File: src/rtl/processor_pkg.sv
// Shared constants and types for moving 32-bit memory words into 512-bit vector registers.
package processor_pkg;

    localparam int WORD_W  = 32;
    localparam int LANES   = 16;
    localparam int VEC_W   = WORD_W * LANES;
    localparam int ADDR_W  = 9;
    localparam int RADDR_W = 2;
    localparam int LANE_W  = $clog2(LANES);

    typedef logic [WORD_W-1:0]  word_t;
    typedef logic [VEC_W-1:0]   vec_t;
    typedef logic [ADDR_W-1:0]  maddr_t;
    typedef logic [RADDR_W-1:0] raddr_t;
    typedef logic [LANE_W-1:0]  lane_t;

    typedef enum logic [1:0] {IDLE, ISSUE, DRAIN, WRITE} vload_state_t;

    // True when a LANES-word burst starting at base runs past the top of memory.
    function automatic logic burst_wraps(maddr_t base);
        return ({1'b0, base} + (ADDR_W+1)'(LANES-1)) > (ADDR_W+1)'((1 << ADDR_W) - 1);
    endfunction

endpackage

File: src/rtl/vector_load_unit_if.sv
// Command, memory-read and register-file-write signals of the vector load unit.
interface vector_load_unit_if;
    import processor_pkg::*;

    logic   start_valid;
    logic   start_ready;
    maddr_t base_addr;
    raddr_t dest_reg;
    logic   mem_read;
    maddr_t mem_addr;
    word_t  mem_rdata;
    logic   reg_write;
    raddr_t reg_waddr;
    vec_t   reg_wdata;
    logic   wrapped;
    logic   busy;

    modport slave (
        input  start_valid, base_addr, dest_reg, mem_rdata,
        output start_ready, mem_read, mem_addr, reg_write, reg_waddr, reg_wdata, wrapped, busy
    );

    modport master (
        output start_valid, base_addr, dest_reg, mem_rdata,
        input  start_ready, mem_read, mem_addr, reg_write, reg_waddr, reg_wdata, wrapped, busy
    );

endinterface

File: src/rtl/vec_pack_buffer.sv
// LANES x WORD_W packing register: one lane written per cycle, whole vector cleared at once.
module vec_pack_buffer
    import processor_pkg::*;
(
    input  logic  clk,
    input  logic  clear_i,
    input  logic  we_i,
    input  lane_t lane_i,
    input  word_t wdata_i,
    output vec_t  vec_o
);

    word_t lanes_q [LANES];

    always_ff @(posedge clk) begin
        for (int k = 0; k < LANES; k++) begin
            if (clear_i) begin
                lanes_q[k] <= '0;
            end else if (we_i && (lane_i == lane_t'(k))) begin
                lanes_q[k] <= wdata_i;
            end
        end
    end

    for (genvar k = 0; k < LANES; k++) begin : g_lane
        assign vec_o[k*WORD_W +: WORD_W] = lanes_q[k];
    end

endmodule

File: src/rtl/vector_load_unit.sv
// Reads LANES consecutive memory words from a base address and writes them as one packed vector register.
module vector_load_unit
    import processor_pkg::*;
(
    input  logic               clk,
    input  logic               reset,
    vector_load_unit_if.slave  bus
);

    vload_state_t state_q, state_d;
    lane_t        issue_cnt_q, issue_cnt_d;
    lane_t        cap_cnt_q, cap_cnt_d;
    logic         cap_vld_q, cap_vld_d;
    raddr_t       dest_q, dest_d;
    logic         wrap_pend_q, wrap_pend_d;
    logic         start_ready_q, start_ready_d;
    logic         busy_q, busy_d;
    logic         mem_read_q, mem_read_d;
    maddr_t       mem_addr_q, mem_addr_d;
    logic         reg_write_q, reg_write_d;
    raddr_t       reg_waddr_q, reg_waddr_d;
    vec_t         reg_wdata_q, reg_wdata_d;
    logic         wrapped_q, wrapped_d;
    logic         accept;
    vec_t         buf_vec;
    vec_t         full_vec;

    assign accept = bus.start_valid && start_ready_q;

    vec_pack_buffer u_buf (
        .clk     (clk),
        .clear_i (accept),
        .we_i    (cap_vld_q),
        .lane_i  (cap_cnt_q),
        .wdata_i (bus.mem_rdata),
        .vec_o   (buf_vec)
    );

    always_comb begin
        state_d       = state_q;
        issue_cnt_d   = issue_cnt_q;
        cap_vld_d     = mem_read_q;
        cap_cnt_d     = cap_vld_q ? cap_cnt_q + 1'b1 : cap_cnt_q;
        dest_d        = dest_q;
        wrap_pend_d   = wrap_pend_q;
        mem_read_d    = 1'b0;
        mem_addr_d    = mem_addr_q;
        reg_write_d   = 1'b0;
        reg_waddr_d   = reg_waddr_q;
        reg_wdata_d   = reg_wdata_q;
        wrapped_d     = 1'b0;
        // The last word arrives in the same cycle the vector is registered, so merge it in here.
        full_vec      = buf_vec;
        full_vec[int'(cap_cnt_q)*WORD_W +: WORD_W] = bus.mem_rdata;

        case (state_q)
            IDLE: begin
                if (accept) begin
                    state_d     = ISSUE;
                    issue_cnt_d = '0;
                    cap_cnt_d   = '0;
                    dest_d      = bus.dest_reg;
                    wrap_pend_d = burst_wraps(bus.base_addr);
                    mem_read_d  = 1'b1;
                    mem_addr_d  = bus.base_addr;
                end
            end
            ISSUE: begin
                if (issue_cnt_q == lane_t'(LANES-1)) begin
                    state_d = DRAIN;
                end else begin
                    mem_read_d  = 1'b1;
                    mem_addr_d  = mem_addr_q + 1'b1;
                    issue_cnt_d = issue_cnt_q + 1'b1;
                end
            end
            DRAIN: begin
                state_d     = WRITE;
                reg_write_d = 1'b1;
                reg_waddr_d = dest_q;
                reg_wdata_d = full_vec;
                wrapped_d   = wrap_pend_q;
            end
            WRITE: begin
                state_d = IDLE;
            end
            default: begin
                state_d = IDLE;
            end
        endcase

        start_ready_d = (state_d == IDLE);
        busy_d        = (state_d != IDLE);
    end

    always_ff @(posedge clk) begin
        if (reset) begin
            state_q       <= IDLE;
            issue_cnt_q   <= '0;
            cap_cnt_q     <= '0;
            cap_vld_q     <= 1'b0;
            dest_q        <= '0;
            wrap_pend_q   <= 1'b0;
            start_ready_q <= 1'b1;
            busy_q        <= 1'b0;
            mem_read_q    <= 1'b0;
            mem_addr_q    <= '0;
            reg_write_q   <= 1'b0;
            reg_waddr_q   <= '0;
            reg_wdata_q   <= '0;
            wrapped_q     <= 1'b0;
        end else begin
            state_q       <= state_d;
            issue_cnt_q   <= issue_cnt_d;
            cap_cnt_q     <= cap_cnt_d;
            cap_vld_q     <= cap_vld_d;
            dest_q        <= dest_d;
            wrap_pend_q   <= wrap_pend_d;
            start_ready_q <= start_ready_d;
            busy_q        <= busy_d;
            mem_read_q    <= mem_read_d;
            mem_addr_q    <= mem_addr_d;
            reg_write_q   <= reg_write_d;
            reg_waddr_q   <= reg_waddr_d;
            reg_wdata_q   <= reg_wdata_d;
            wrapped_q     <= wrapped_d;
        end
    end

    assign bus.start_ready = start_ready_q;
    assign bus.busy        = busy_q;
    assign bus.mem_read    = mem_read_q;
    assign bus.mem_addr    = mem_addr_q;
    assign bus.reg_write   = reg_write_q;
    assign bus.reg_waddr   = reg_waddr_q;
    assign bus.reg_wdata   = reg_wdata_q;
    assign bus.wrapped     = wrapped_q;

endmodule
File: src/flat_wrapper.sv
// flat-port wrapper written by rule: the top's interface ports become plain ports
module vector_load_unit_flat import processor_pkg::*;
  (clk, reset, bus_start_valid, bus_base_addr, bus_dest_reg, bus_mem_rdata, bus_start_ready, bus_mem_read, bus_mem_addr, bus_reg_write, bus_reg_waddr, bus_reg_wdata, bus_wrapped, bus_busy);
  vector_load_unit_if bus_i ();
  input  logic clk;
  input  logic reset;
  input wire logic [$bits(bus_i.start_valid)-1:0] bus_start_valid;
  input wire logic [$bits(bus_i.base_addr)-1:0] bus_base_addr;
  input wire logic [$bits(bus_i.dest_reg)-1:0] bus_dest_reg;
  input wire logic [$bits(bus_i.mem_rdata)-1:0] bus_mem_rdata;
  output wire logic [$bits(bus_i.start_ready)-1:0] bus_start_ready;
  output wire logic [$bits(bus_i.mem_read)-1:0] bus_mem_read;
  output wire logic [$bits(bus_i.mem_addr)-1:0] bus_mem_addr;
  output wire logic [$bits(bus_i.reg_write)-1:0] bus_reg_write;
  output wire logic [$bits(bus_i.reg_waddr)-1:0] bus_reg_waddr;
  output wire logic [$bits(bus_i.reg_wdata)-1:0] bus_reg_wdata;
  output wire logic [$bits(bus_i.wrapped)-1:0] bus_wrapped;
  output wire logic [$bits(bus_i.busy)-1:0] bus_busy;
  assign bus_i.start_valid = bus_start_valid;
  assign bus_i.base_addr = bus_base_addr;
  assign bus_i.dest_reg = bus_dest_reg;
  assign bus_i.mem_rdata = bus_mem_rdata;
  assign bus_start_ready = bus_i.start_ready;
  assign bus_mem_read = bus_i.mem_read;
  assign bus_mem_addr = bus_i.mem_addr;
  assign bus_reg_write = bus_i.reg_write;
  assign bus_reg_waddr = bus_i.reg_waddr;
  assign bus_reg_wdata = bus_i.reg_wdata;
  assign bus_wrapped = bus_i.wrapped;
  assign bus_busy = bus_i.busy;
  vector_load_unit u_core (.clk(clk), .reset(reset), .bus(bus_i));
endmodule
File: config.mk
export PLATFORM = sky130hd
export DESIGN_NAME = vector_load_unit_flat
export DESIGN_NICKNAME = d
export VERILOG_FILES = /design/src/rtl/processor_pkg.sv /design/src/rtl/vector_load_unit_if.sv /design/src/rtl/vec_pack_buffer.sv /design/src/rtl/vector_load_unit.sv /design/src/flat_wrapper.sv
export SDC_FILE = /design/constraint.sdc
export NUM_CORES = 2
export LEC_CHECK = 0
export BUFFER_PORTS_ARGS = -buffer_cell sky130_fd_sc_hd__buf_2
export CAP_MARGIN = 5
export CORE_MARGIN = 1
export CORE_UTILIZATION = 60
export CTS_BUF_LIST = sky130_fd_sc_hd__clkbuf_4 sky130_fd_sc_hd__clkbuf_8
export CTS_CLUSTER_SIZE = 30
export DETAILED_ROUTE_END_ITERATION = 16
export PLACE_DENSITY = 0.89
export SYNTH_ARGS = -nofsm -noshare
export SYNTH_HDL_FRONTEND = slang
export SYNTH_HIERARCHICAL = 1
export SYNTH_SLANG_ARGS = --single-unit
File: constraint.sdc
create_clock -name clk -period 3.95 [get_ports clk]
set_input_delay 0.79 -clock clk [delete_from_list [all_inputs] [get_ports clk]]
set_output_delay 0.79 -clock clk [all_outputs]
set_load 0.02 [all_outputs]
Yosys cells after proc, flatten, opt, wreduce, memory -nomap -nowiden --
Memories as Yosys holds them, arrays and structs flattened. Index checks and enable logic that the tools add are counted.
Operators by class: $add $sub $neg 5, magnitude comparators 1, eq/ne operators 21, shift operators 2, multiplexer cells 82, bitwise logic cells 17, reductions and logical operators 25
Operator list (number):
- bitwise mux 512 bit | 1
- 2-to-1 mux 32 bit | 16
- variable shift 32 x 33 -> 512 bit (first input constant) | 1
- indexed part select 32 x 33 -> 512 bit | 1
- 2-to-1 mux 1 bit | 52
- == test 4 bit (second input constant) | 9
- negator 9 -> 33 bit | 1
- 2-to-1 mux 4 bit | 5
- 2-to-1 mux 9 bit | 2
- case mux 9 bit (2 select lines) | 1
- logical AND 1 bit | 17
- == test 4 x 3 -> 1 bit (second input constant) | 4
- OR 1 bit | 16
- adder 9 x 4 -> 10 bit (second input constant) | 1
- greater-than comparator 10 x 9 -> 1 bit (second input constant) | 1
- adder 9 x 1 -> 9 bit (second input constant) | 1
- adder 4 x 1 -> 4 bit (second input constant) | 2
- == test 4 x 2 -> 1 bit (second input constant) | 2
- case mux 2 bit (4 select lines) | 1
- case mux 4 bit (2 select lines) | 1
- == test 2 bit (second input constant) | 2
- == test 4 x 1 -> 1 bit (second input constant) | 1
- zero test 2 bit | 2
- zero test 4 bit | 1
- 10 further kinds | 12
Word-level totals: register bits after elaboration 542, bits in writable memories 512, bits of input ports 46, output and inout bits 528, logic and storage cells 168, memories 1
Memories:
- u_core.u_buf.lanes_q | depth 16, bits a word 32, read ports 16, clocked after Yosys merged registers in 0, wr ports 16, RTL line vec_pack_buffer.sv:13 | word_t lanes_q [LANES];

Depth between registers and ports, before layout --
depth after elaboration 6, gate-level depth with buffers 11

Cells and area by module --
Netlist, hierarchy kept.
Modules (own cells, without submodules):
- vector_load_unit | times used 1, cells each 2875, area an instance 24357.1 um^2
- vec_pack_buffer | times used 1, cells each 1270, area an instance 18793.0 um^2

Least setup slack after synthesis --
No wires, ideal clock.
path type register -> register, start point register u_core.cap_cnt_q[1], end point memory u_core/u_buf/lanes_q[1][224] in the netlist's numbering (enable), setup time 428 ps, arrival 2838 ps, required time 3522 ps, slack 684 ps, stages on the path, launching flop included 6, buffers on the path 3, clock period less this slack 3266 ps, path through dfxtp_1 buf_2 clkbuf_1 clkbuf_1 nand2_1 o21bai_1
RTL lines:
- from (decl) | RTL line vector_load_unit.sv:12 | lane_t cap_cnt_q, cap_cnt_d;
- from (signal assigned) | RTL line vector_load_unit.sv:115 | cap_cnt_q <= cap_cnt_d;
- to (decl) | RTL line vec_pack_buffer.sv:13

Worst setup path in the final report --
start point register u_core.cap_cnt_q[3], end point register u_core.reg_wdata_q[189], in the netlist u_core/bus.reg_wdata[189]
Between the ends: word-level cells in the longest chain between the ends 3, elaborated cells between the ends (all ways) 4, classes of those cells add/sub (1); shift (2); mux (1)
RTL lines:
- negator 9 -> 33 bit * | RTL line vector_load_unit.sv:54 | full_vec[int'(cap_cnt_q)*WORD_W +: WORD_W] = bus.mem_rdata;
- indexed part select 32 x 33 -> 512 bit / variable shift 32 x 33 -> 512 bit (equally long branches) | RTL line vector_load_unit.sv:54
- bitwise mux 512 bit * | RTL line vector_load_unit.sv:54
- to (signal assigned) | RTL line vector_load_unit.sv:125 | reg_wdata_q <= reg_wdata_d;
- to (decl) | RTL line vector_load_unit.sv:22 | vec_t reg_wdata_q, reg_wdata_d;
Mark *: on every way between the ends. The rest lies on a longest branch, timed or not. A chain may end at the register's enable or synchronous reset.

==> summary.md <==
| Metric | Value |
|---|---|
| Status | `finished clean` |
| Setup CP Type | `reg -> reg` |
| Crit start category | `flop` |
| EDFF count, synth | `around 510` |
| Hold Worst Slack | `0.2187 ns` |
| Gate Count Post-Synth | `4,145` |
| LEAKAGE | `19.03 nW` |
| Routed via count | `37,800` |
| Root buf cell | `clkbuf_8` |
| Syn_nets | `4,196` |
| Initial antenna violation count | `7` |
| Drt drc | `0` |
| Yosys cell types | `69` |
| # fillers | `4,731` |
| DIE HEIGHT | `270.2 um` |
| Nets | `4,652` |
| Final HPWL DP | `90.26 mm` |
| Drt first pass iters | `9` |
| Most frequent cells in the layout | `1,333 x nor2_1, 572 x buf_2, 540 x dfxtp_1` |
| Largest net degree at the start of global routing | `roughly 140` |
| Post-CTS sizing | `0` |
| Max Clock Skew | `0.03618 ns` |
| Maxcap violations | `0` |
| Syn. warnings | `6` |
| Achievable Freq | `around 300 MHz` |
| Commonest non-fill, non-tap cell in the layout | `nor2_1` |
| Postcts setup bufs | `0` |
| Fin. Hold Viols | `0` |
| Pre-CTS WS | `0.6468 ns` |
| DIE AREA | `0.07299 mm2` |
| Peak supply drop | `351.8 uV` |
| Routed Antenna Nets | `0` |
| Max-slew violations | `0` |
| Core Area | `0.07064 mm2` |
| DR WL/cell | `27.23 um` |
| Mean post-synth cell area | `10.41 um2` |
| Vias/cell | `6.650` |
| Clock Latency Late Sink | `0.83 ns` |
| Final worst path period share | `0.8571` |
| Final wirelength | `154.8 mm` |
| CTS tree | `built` |
| Minimum clock period | `3.386 ns` |
| # setup viols final | `0` |
| CP required | `4.62 ns` |
| RSZ-0062 raised after global routing | `false` |
| Reg-to-reg setup timing slack | `approximately 0.56 ns` |
| CTS sink count | `roughly 1,100` |
| CP Capture Type | `flop` |
| Htree depth | `4` |
| Crit-path max FO | `36` |
| P per Cell Area | `around 450 mW/mm2` |
| Area growth syn-to-layout | `16.92%` |
| CTS Buf Count | `between 150 and 200` |
| Mapped Area | `roughly 0.043 mm2` |
| Slew @ Worst Pin | `1.156 ns` |
| FFs w/ async S/R, synth | `0` |
| Main flop type after synthesis | `dfxtp_1` |
| Global-route wire length before repair | `around 230 mm` |
| Sequential element share of the synthesized area | `0.6078` |
| Starting Density | `0.6109` |
| Final Power | `22.77 mW` |
| Worst path arrival time | `4.05 ns` |
| IO Count | `574` |
| Gr ovfl total | `0` |
| Hold-fix buffers at CTS | `0` |
| Setup TNS | `0 ns` |
| Iteration-0 DRC Markers | `between 5,000 and 6,000` |
| Reg clk slew, reported paths | `0.06 ns` |
| Deepest clock path buffer count | `3` |
| Total GRT Usage | `0.4125` |
| Vias in the first global route | `approximately 37,000` |
| Synth Register Bits | `around 1,100` |
| Worst setup margin | `0.5644 ns` |
| Post-Route Utilization | `0.7142` |
| Row cnt | `97` |
| Slew headroom | `0.2291` |
| Die Width | `roughly 270 um` |
| Final GP Congestion | `0.9084` |
| Port Buffers | `573` |
| HP Class | `in -> reg` |
| Layout cells sized above 1 | `0.2717` |
[kinds of logic after synthesis]
group,synth area share
buffers and inverters,0.04320
AND/OR/NAND/NOR,0.1873
XOR/XNOR,0.001653
multiplexers,0.001160
flip-flops,0.6078
AO/OA/AOI/OAI,0.1575
adder cells (fa/ha/maj),0.001450
[power breakdown]
group	leakage [nW]	total (mW)	switching [mW]	internal, mW
clock	1.88	9.76	4.40	5.36
combinational	7.64	1.06	0.859	0.200
sequential	9.50	12.0	0.132	11.8
[registers in the layout, indices dropped and copies added (netlist names)]
signal                  cells
u_core/bus.reg_wdata      512
u_core/u_buf/lanes_q      512
u_core/bus.mem_addr         9
u_core/cap_cnt_q            4
u_core/issue_cnt_q          4
u_core/bus.reg_waddr        2
u_core/dest_q               2
u_core/state_q              2
u_core/bus.busy             1
u_core/bus.mem_read         1
u_core/bus.reg_write        1
u_core/bus.start_ready      1
u_core/bus.wrapped          1
u_core/cap_vld_q            1
u_core/wrap_pend_q          1
[metal layers]
layer | track usage | wire length (um) | share of wire | up-vias
li1 | - | - | - | 15820
met1 | 0.5106 | 52650 | 0.34 | 17930
met2 | 0.6168 | 68480 | 0.44 | 3336
met3 | 0.1294 | 22200 | 0.14 | 708
met4 | 0.2861 | 11410 | 0.074 | 8
met5 | 0 | 62 | 0.00040 | -
[worst max-delay path: stages, from the launching register on]
cell and delay [ns]:
dfxtp_1 0.68, inv_1 0.17, ha_1 0.38, nor2b_1 0.49, buf_4 0.25, o211a_4 0.48, buf_12 0.29, nor3_1 0.08
a2111oi_1 0.40
[final timing paths]
check,start,depth (start not counted),end
max,u_core/cap_cnt_q[3]$_SDFF_PP0_,8,u_core/bus.reg_wdata[189]$_SDFFE_PP0P_
min,bus_dest_reg[1],3,u_core/dest_q[1]$_SDFFE_PP0P_
max reg2reg,u_core/cap_cnt_q[3]$_SDFF_PP0_,8,u_core/bus.reg_wdata[189]$_SDFFE_PP0P_
min reg2reg,u_core/u_buf/lanes_q[1][33]$_SDFFCE_PN0P_,1,u_core/bus.reg_wdata[289]$_SDFFE_PP0P_
[area by class of cell]
type                       instances  area, um2  area share
sequential                      1054      26230      0.5200
multi-input combinational       2640      15320      0.3038
timing repair buffer             669       3924     0.07777
clock buffer                     271       3267     0.06475
tap                              940       1176     0.02331
inverter                          71      266.5    0.005282
clock inverter                    35      250.2    0.004960
antenna                            4      10.01   0.0001984
[Yosys cell counts, drive strengths merged, types with 9 or more instances]
cell / instances / area [um2]
buf: 103 / 558.0
nor4: 70 / 463.0
nand2b: 11 / 68.82
or3b: 32 / 280.3
nor3: 200 / 1011
inv: 71 / 266.5
nand2: 52 / 195.2
nand3b: 67 / 515.5
o221a: 192 / 2162
a21o: 96 / 720.7
edfxtp: 512 / 15370
a21oi: 109 / 545.5
a2111oi: 159 / 1768
nor2b: 9 / 56.30
o21bai: 14 / 105.1
dfxtp: 542 / 10850
a211oi: 94 / 710.7
nor2: 1334 / 5015
clkbuf: 277 / 1040
o21a: 63 / 473.0
o21ai: 16 / 80.08
nand3: 45 / 225.2
[metrics by stage]
stage	cells	area (um2)
6_report	5684	50450
5_1_grt	5681	50440
4_1_cts	5680	50440
3_5_place_dp	5374	46920
3_3_place_gp	5374	46920
2_1_floorplan	4145	43150
No activity file was read; power rests on OpenSTA's default activity.
